### config.mk
export PLATFORM = sky130hd
export DESIGN_NAME = mos_seq
export DESIGN_NICKNAME = d
export VERILOG_FILES = /design/src/rtl/mos_seq.sv
export SDC_FILE = /design/constraint.sdc
export NUM_CORES = 1
export LEC_CHECK = 0
export BUFFER_PORTS_ARGS = -buffer_cell sky130_fd_sc_hd__buf_4
export CAP_MARGIN = 20
export CORE_MARGIN = 4
export CORE_UTILIZATION = 45
export DETAILED_ROUTE_END_ITERATION = 12
export GPL_TIMING_DRIVEN = 1
export HOLD_SLACK_MARGIN = 0.1
export MAX_ROUTING_LAYER = met4
export PLACE_DENSITY = 0.66
export SYNTH_ARGS = -nofsm -noshare
export SYNTH_HDL_FRONTEND = slang
export SYNTH_SLANG_ARGS = --single-unit
### constraint.sdc
create_clock -name clk -period 2.4 [get_ports clk]
set_input_delay 0.24 -clock clk [delete_from_list [all_inputs] [get_ports clk]]
set_output_delay 0.24 -clock clk [all_outputs]
set_load 0.05 [all_outputs]
### src/rtl/mos_seq.sv
// MOS switch request sequencer: turns a one-shot command into a mos_req/mos_val
// handshake and reports done, timeout or dropped to the core controller.
module mos_seq #(
    parameter int ACK_BLANK = 3,
    parameter int GAP_CYC   = 2
) (
    input  logic        clk,
    input  logic        rst,
    input  logic        cmd_start,
    input  logic        cmd_val,
    output logic        cmd_busy,
    output logic        cmd_done,
    output logic        cmd_err,
    output logic        cmd_drop,
    output logic [15:0] done_cnt,
    output logic        mos_req,
    output logic        mos_val,
    input  logic        mos_ack,
    input  logic [7:0]  reg_req_hold,
    input  logic [15:0] reg_ack_timeout
);

    typedef enum logic [1:0] {
        IDLE     = 2'd0,
        REQ      = 2'd1,
        WAIT_ACK = 2'd2,
        GAP      = 2'd3
    } state_t;

    state_t      state_reg, state_next;
    logic [15:0] elapsed_reg, elapsed_next;
    logic [7:0]  hold_reg, hold_next;
    logic [7:0]  gap_reg, gap_next;
    logic        mos_req_reg, mos_req_next;
    logic        mos_val_reg, mos_val_next;
    logic        busy_reg, busy_next;
    logic        done_reg, done_next;
    logic        err_reg, err_next;
    logic        drop_reg, drop_next;
    logic [15:0] done_cnt_reg, done_cnt_next;

    logic        ack_ok;
    logic        timeout_hit;
    logic [15:0] elapsed_inc;

    // The blanking window hides a level-high ack left over from the previous
    // transaction until the controller has had time to see the new request edge.
    assign ack_ok      = mos_ack && (elapsed_reg >= 16'(ACK_BLANK));
    assign timeout_hit = (reg_ack_timeout != 16'd0) && (elapsed_reg == reg_ack_timeout);
    assign elapsed_inc = (elapsed_reg == 16'hFFFF) ? elapsed_reg : elapsed_reg + 16'd1;

    always_comb begin
        state_next    = state_reg;
        elapsed_next  = elapsed_reg;
        hold_next     = hold_reg;
        gap_next      = gap_reg;
        mos_req_next  = mos_req_reg;
        mos_val_next  = mos_val_reg;
        done_cnt_next = done_cnt_reg;
        done_next     = 1'b0;
        err_next      = 1'b0;
        drop_next     = cmd_start && (state_reg != IDLE);

        case (state_reg)
            IDLE: begin
                if (cmd_start) begin
                    mos_val_next = cmd_val;
                    mos_req_next = 1'b1;
                    elapsed_next = 16'd0;
                    hold_next    = (reg_req_hold == 8'd0) ? 8'd1 : reg_req_hold;
                    state_next   = REQ;
                end
            end
            REQ, WAIT_ACK: begin
                elapsed_next = elapsed_inc;
                if (ack_ok) begin
                    mos_req_next  = 1'b0;
                    done_next     = 1'b1;
                    done_cnt_next = done_cnt_reg + 16'd1;
                    gap_next      = 8'd0;
                    state_next    = GAP;
                end else if (timeout_hit) begin
                    mos_req_next = 1'b0;
                    err_next     = 1'b1;
                    gap_next     = 8'd0;
                    state_next   = GAP;
                end else if ((state_reg == REQ) &&
                             (elapsed_reg == {8'd0, hold_reg} - 16'd1)) begin
                    mos_req_next = 1'b0;
                    state_next   = WAIT_ACK;
                end
            end
            GAP: begin
                if (gap_reg == 8'(GAP_CYC - 1)) begin
                    state_next = IDLE;
                end else begin
                    gap_next = gap_reg + 8'd1;
                end
            end
            default: state_next = IDLE;
        endcase

        busy_next = (state_next != IDLE);
    end

    always_ff @(posedge clk) begin
        if (!rst) begin
            state_reg    <= IDLE;
            elapsed_reg  <= 16'd0;
            hold_reg     <= 8'd1;
            gap_reg      <= 8'd0;
            mos_req_reg  <= 1'b0;
            mos_val_reg  <= 1'b0;
            busy_reg     <= 1'b0;
            done_reg     <= 1'b0;
            err_reg      <= 1'b0;
            drop_reg     <= 1'b0;
            done_cnt_reg <= 16'd0;
        end else begin
            state_reg    <= state_next;
            elapsed_reg  <= elapsed_next;
            hold_reg     <= hold_next;
            gap_reg      <= gap_next;
            mos_req_reg  <= mos_req_next;
            mos_val_reg  <= mos_val_next;
            busy_reg     <= busy_next;
            done_reg     <= done_next;
            err_reg      <= err_next;
            drop_reg     <= drop_next;
            done_cnt_reg <= done_cnt_next;
        end
    end

    assign mos_req  = mos_req_reg;
    assign mos_val  = mos_val_reg;
    assign cmd_busy = busy_reg;
    assign cmd_done = done_reg;
    assign cmd_err  = err_reg;
    assign cmd_drop = drop_reg;
    assign done_cnt = done_cnt_reg;

endmodule

==> key figures, run 1 <==
Floorplanning
  • Core area: 6870 µm²
  • Die Ht: 92.4 µm
  • Die area: 8530 µm²
  • Row cnt: 30
  • I/O pin total: 51
  • Die Span X: 92.4 µm
  • Initial Util: 46.6%

Clocking
  • CTS tree: built
  • Inserted Clock Buffers: 5
  • H-tree Lvls: 2
  • Worst-skew pair later-pin latency: 310 ps
  • Clk root buf: clkbuf_8
  • CTS sink cnt: 56
  • Worst-path clk slew: 100 ps
  • Clock Path Buffers: 2

Yosys
  • Yosys cell types: 58
  • Post-synth top area cell: dfxtp_1
  • Proportion of synthesized flip-flops having asynchronous set or reset: 0%
  • Sequential share of the synthesized area: 35.0%
  • Cells after Synth: 356
  • Synth Net Count: 393
  • Post-synth EDFFs: 0
  • Yosys warns: 0
  • Yosys reg bits: 56
  • Synth Cell Area: 3200 µm²
  • Synth Flop Type: dfxtp_1
  • Share of the synthesized area in the top cell type: 35.0%
  • Mean Syn Cell Area: 9.00 µm²
  • Top cells by area, synth: dfxtp_1, xor2_1, nand2_1, xnor2_1, and2_1

Placement
  • Pre-CTS setup slack: 109 ps
  • DPL Wire Length: 5270 µm
  • Post-DP Area: 3640 µm²
  • Routability cong.: 0.854
  • Cells after DPL: 492
  • IO buf count: 50

GRT
  • Initial antenna violation count: 0
  • GRT Util Overall: 16.7%
  • First-pass GRT wire length: 11400 µm
  • Vias in the first global route: 2523
  • Gr ovfl total: 0
  • Largest net degree at the start of global routing: 37

Critical path
  • Top delay family on crit path: compound AO/OA/AOI/OAI gates
  • Worst path bufs/invs: 1
  • FF-to-FF End: cmd_busy$_SDFF_PN0_
  • R2R cell count: 9
  • CP Capture Point: cmd_busy$_SDFF_PN0_
  • Crit path launch type: flop
  • WS Path Type: reg -> reg
  • CP Depth: 9
  • Crit path required time: 2610 ps
  • Reg-to-reg critical path startpoint: hold_reg[0]$_SDFFE_PN1P_
  • Crit path DAT: 2490 ps
  • Crit Path Max Fanout: 5
  • Internal reg-to-reg setup slack: 120 ps
  • Slowest cell on the critical path: or4b_4
  • Crit path launch: hold_reg[0]$_SDFFE_PN1P_
  • Worst setup EP type: flop
  • Critical Path Max Stage Delay: 510 ps
  • Critical-path cell list: inv_1 -> ha_2 -> or4b_4 -> a21oi_1 -> a211oi_1 -> o2111ai_2 -> nand2b_1 -> o221a_1 -> o21a_1

Timing
  • Final Max Tran Viols: 0
  • Worst-margin pin slew: 409 ps
  • Final setup fails: 0
  • Final hold slack: 182 ps
  • Fin worst setup slack: 121 ps
  • Fin crit period: 2280 ps
  • Final Hold Fails: 0
  • Fmax: 439 MHz
  • Worst Clk Skew: 9.65 ps
  • Headroom to the max-slew limit: 72.5%
  • Final period util: 95.0%

Final layout
  • Antenna diodes: 0
  • Final Instance Count excl. Fillers: 501
  • Reg area: 1120 µm²
  • Synthesis-to-finish area growth: 17.7%
  • Layout cells sized above 1: 21.0%
  • Final Cell Area: 3770 µm²
  • Most frequent cells in the layout: dfxtp_1, buf_4, nand2_1, xor2_1, nor2_1
  • Nets: 441
  • Multi-input gate area: 1960 µm²
  • # fillers: 641

Routing
  • Via count: 2606
  • Routed length per instance: 14.0 µm
  • Vias per cell: 5.20
  • Residual DRC count: 0
  • Antenna viol nets, final: 0
  • Initial drt markers: 66
  • DRT Pass-1 Iters: 4
  • Detailed Route WL: 7000 µm

Pwr
  • Overall power: 1.87 mW
  • P_leak: 1.56 nW
  • Ratio of total power to cell area: 497 nW/µm²
  • Peak supply drop: 269 µV

Run
  • Max-cap violations: 0

Status
  • Outcome: finished clean

Min path
  • Min-delay worst type: in -> reg
[per-layer routing]
layer	part of all wire (%)	track usage, %	vias up
met5	0	-	-
met4	0.93	4.70	0
met3	4.2	3.82	4
met2	49	28.0	47
met1	46	20.2	1220
li1	-	-	1335
[kinds of logic (layout without fill, tap and decap cells)]
| kind of cell | after synthesis | after routing | synth area share, % |
|---|---|---|---|
| and+or+nand+nor | 156 | 156 | 28.2 |
| xor gates and xnor gates | 56 | 56 | 15.7 |
| DFF | 56 | 56 | 35.0 |
| AOI/OAI and AO/OA | 51 | 51 | 12.8 |
| buffers and inverters | 25 | 74 | 3.94 |
| adders and majority gates | 8 | 8 | 3.12 |
| muxes | 4 | 4 | 1.29 |
[synth_stat cells, drive strengths merged (2+ instances only)]
| cell | n |
|---|---|
| mux2i | 3 |
| nor2b | 3 |
| and2 | 20 |
| nor3 | 7 |
| nand2 | 39 |
| nor4 | 13 |
| or4b | 2 |
| clkbuf | 7 |
| nand4 | 9 |
| nor2 | 24 |
| o2111ai | 5 |
| a21boi | 13 |
| or3 | 7 |
| nand3 | 9 |
| inv | 11 |
| o21a | 2 |
| ha | 8 |
| and3 | 11 |
| xnor2 | 16 |
| buf | 7 |
| o21ai | 11 |
| a21oi | 6 |
| o211ai | 3 |
| a31oi | 3 |
| nand2b | 2 |
| xor2 | 39 |
| dfxtp | 56 |
| and4 | 6 |
[stage by stage]
stage	setup TNS [ps]	utilization, %
3_5_place_dp	0	53.1
5_1_grt	-19.6	54.9
2_1_floorplan	0	-
3_3_place_gp	0	53.1
6_report	0	54.9
4_1_cts	0	54.7
[where the power goes]
group	internal (mW)	total, mW	switching (mW)
Combinational	0.124	0.279	0.155
Sequential	0.951	0.976	0.0251
Clock	0.309	0.619	0.309
Total	1.38	1.87	0.489
[worst register-to-register path, cell delays in order, from the launching register on]
cell,delay [ps]
dfxtp_1,350
inv_1,90
ha_2,220
or4b_4,510
a21oi_1,170
a211oi_1,80
o2111ai_2,220
nand2b_1,110
o221a_1,260
o21a_1,180
[worst min-delay path by stage]
| stage | cells after the start | end | start | slack (ps) |
|---|---|---|---|---|
| 2_1_floorplan | 2 | cmd_err$_SDFF_PP0_ | rst | 370 |
| 3_3_place_gp | 2 | mos_val$_SDFFE_PN0P_ | mos_val$_SDFFE_PN0P_ | 460 |
| 3_5_place_dp | 2 | mos_val$_SDFFE_PN0P_ | mos_val$_SDFFE_PN0P_ | 460 |
| 4_1_cts | 3 | mos_val$_SDFFE_PN0P_ | cmd_val | 170 |
| 5_1_grt | 3 | mos_val$_SDFFE_PN0P_ | cmd_val | 170 |
| 6_report | 3 | mos_val$_SDFFE_PN0P_ | cmd_val | 180 |
[final cells by class]
type / count / share of cell area (%)
inverter: 11 / 1.09
timing repair buffer: 55 / 10.9
tap: 96 / 3.18
sequential: 56 / 29.8
clock buffer: 5 / 1.82
multi-input combinational: 275 / 52.1
clock inverter: 3 / 1.13
[timing repair]
action,in CTS,in global routing
setup endpoints to repair,0,8
hold buffers,0,0
gates resized for setup,0,3
buffers inserted,0,1
Note: power is estimated with default switching activity, not from simulation.
==> inputs of run 2 (changes only) <==
--- a/config.mk
+++ b/config.mk
@@ -14,6 +14,7 @@
 export HOLD_SLACK_MARGIN = 0.1
 export MAX_ROUTING_LAYER = met4
 export PLACE_DENSITY = 0.66
+export REMOVE_ABC_BUFFERS = 1
 export SYNTH_ARGS = -nofsm -noshare
 export SYNTH_HDL_FRONTEND = slang
 export SYNTH_SLANG_ARGS = --single-unit
==> run 2 against run 1 <==
Net effect:
- cell area about the same
- power increased by 1.6%
- clock power increased by 4.4%
- sequential cell count unchanged
- largest cell class unchanged
==> key figures, run 2 (synthesized netlist as in run 1, its figures left out) <==
Routing
  • Initial drt markers: 108 (was 66)
  • Antenna viol nets, final: 0 (unchanged)
  • Residual DRC count: 0 (unchanged)
  • Detailed Route WL: 7070 µm (was 7000 µm)
  • Vias per cell: 5.29 (was 5.20)
  • Via count: 2645 (was 2606)
  • Routed length per instance: 14.1 µm (was 14.0 µm)
  • DRT Pass-1 Iters: 4 (unchanged)

Critical path
  • FF-to-FF End: cmd_busy$_SDFF_PN0_ (unchanged)
  • Internal reg-to-reg setup slack: 120 ps (about the same)
  • Crit path required time: 2620 ps (was 2610 ps)
  • Crit path DAT: 2500 ps (was 2490 ps)
  • R2R cell count: 9 (unchanged)
  • Worst setup EP type: flop (unchanged)
  • Crit path launch type: flop (unchanged)
  • WS Path Type: reg -> reg (unchanged)
  • Crit Path Max Fanout: 5 (unchanged)
  • Reg-to-reg critical path startpoint: hold_reg[0]$_SDFFE_PN1P_ (unchanged)

Clocking
  • Setup Buffers After CTS: 0 (unchanged)
  • CTS sink cnt: 56 (unchanged)
  • Worst-skew pair later-pin latency: 310 ps (about the same)
  • Clk root buf: clkbuf_8 (unchanged)
  • H-tree Lvls: 2 (unchanged)
  • Post-CTS Hold Buffers: 0 (unchanged)
  • Worst-path clk slew: 110 ps (was 100 ps)
  • Inserted Clock Buffers: 5 (unchanged)
  • CTS tree: built (unchanged)
  • Clock Path Buffers: 2 (unchanged)

Final layout
  • Layout cells sized above 1: 21.3% (was 21.0%)
  • Nets: 440 (was 441)
  • Most frequent cells in the layout: dfxtp_1, buf_4, nand2_1, xor2_1, nor2_1 (unchanged)
  • Antenna diodes: 0 (unchanged)
  • Most common cell after layout, fill and taps aside: dfxtp_1
  • Final Cell Area: 3780 µm² (was 3770 µm²)
  • Synthesis-to-finish area growth: 17.8% (was 17.7%)
  • # fillers: 651 (was 641)

Floorplanning
  • Die area: 8530 µm² (unchanged)
  • Core area: 6870 µm² (unchanged)
  • Die Ht: 92.4 µm (unchanged)
  • Initial Util: 46.6% (unchanged)
  • I/O pin total: 51 (unchanged)
  • Die Span X: 92.4 µm (unchanged)
  • Row cnt: 30 (unchanged)

Timing
  • RSZ-0062 raised after global routing: no
  • Final Hold Fails: 0 (unchanged)
  • Worst-margin pin slew: 402 ps (was 409 ps)
  • TNS Setup: 0 ps (unchanged)
  • Fmax: 438 MHz (was 439 MHz)
  • Final setup fails: 0 (unchanged)
  • Final Max Tran Viols: 0 (unchanged)
  • Headroom to the max-slew limit: 73.0% (was 72.5%)
  • Final hold slack: 169 ps (was 182 ps)
  • Fin crit period: 2280 ps (about the same)
  • Final period util: 95.0% (about the same)
  • Worst Clk Skew: 6.40 ps (was 9.65 ps)

GRT
  • First-pass GRT wire length: 11800 µm (was 11400 µm)
  • Gr ovfl total: 0 (unchanged)
  • Initial antenna violation count: 0 (unchanged)
  • GRT Util Overall: 17.3% (was 16.7%)
  • Vias in the first global route: 2493 (was 2523)
  • Largest net degree at the start of global routing: 37 (unchanged)

Pwr
  • Overall power: 1.90 mW (was 1.87 mW)
  • P_leak: 1.55 nW (was 1.56 nW)
  • Peak supply drop: 249 µV (was 269 µV)
  • Ratio of total power to cell area: 504 nW/µm² (was 497 nW/µm²)

Placement
  • DPL Wire Length: 5360 µm (was 5270 µm)
  • Post-DP Area: 3640 µm² (unchanged)
  • Routability cong.: 0.867 (was 0.854)
  • IO buf count: 50 (unchanged)

Min path
  • Hold path depth: 3 (unchanged)
  • Min-delay worst type: in -> reg (unchanged)
  • Hold Startpoint: cmd_val (unchanged)
  • Hold Path Sink: mos_val$_SDFFE_PN0P_ (unchanged)

Status
  • Outcome: finished clean (unchanged)

Run
  • Max-cap violations: 0 (unchanged)
## run 2: worst max-delay path, stage by stage, from the launching register on
cell and delay (ps):
dfxtp_1 350, inv_1 90, ha_2 220, or4b_4 500
a21oi_1 160, a211oi_1 70, o2111ai_2 230, nand2b_1 110
o221a_1 270, o21a_1 180
## run 2: repair_timing
action,CTS,global route
endpoints found under the setup margin,0,5
gates resized for setup,0,5
hold endpoints to repair,0,0
## run 2: cell type report
cell class	instances	area [µm²]	share of cell area [%]
Multi-Input combinational cell	275	1970	52.2
Sequential cell	56	1120	29.7
Timing Repair Buffer	54	405	10.7
Tap cell	96	120	3.18
Clock buffer	5	68.8	1.82
Clock inverter	3	46.3	1.23
Inverter	11	41.3	1.09
## run 2: power breakdown
group | leakage, nW | switching, mW | internal (mW) | total (mW)
clock network | 0.0548 | 0.331 | 0.315 | 0.646
registers | 0.454 | 0.0251 | 0.951 | 0.976
logic | 1.04 | 0.157 | 0.124 | 0.281
## run 2: worst max path at each step
| stage | start | endpoint | slack (ps) |
|---|---|---|---|
| 2_1_floorplan | hold_reg[0]$_SDFFE_PN1P_ | cmd_busy$_SDFF_PN0_ | 320 |
| 3_3_place_gp | hold_reg[0]$_SDFFE_PN1P_ | cmd_busy$_SDFF_PN0_ | 180 |
| 3_5_place_dp | hold_reg[0]$_SDFFE_PN1P_ | cmd_busy$_SDFF_PN0_ | 120 |
| 4_1_cts | hold_reg[0]$_SDFFE_PN1P_ | cmd_busy$_SDFF_PN0_ | 100 |
| 5_1_grt | state_reg[0]$_SDFF_PN0_ | elapsed_reg[11]$_SDFFE_PN0P_ | 10 |
| 6_report | hold_reg[0]$_SDFFE_PN1P_ | cmd_busy$_SDFF_PN0_ | 120 |
## run 2: stage by stage
step	util, %	worst slack (ps)	std cells
final	55.0	119	500
after global routing	55.0	11.8	500
after CTS	54.7	96.6	500
after detailed placement	53.1	118	492
after global placement	53.1	179	492
after floorplan	-	315	342
## run 2: metal layers
metal / track usage [%] / vias up / share of wire (%)
met5: - / - / 0
met1: 23.2 / 1255 / 48
met2: 26.6 / 43 / 47
li1: - / 1342 / -
met3: 3.33 / 5 / 4.0
met4: 4.95 / 0 / 1.0
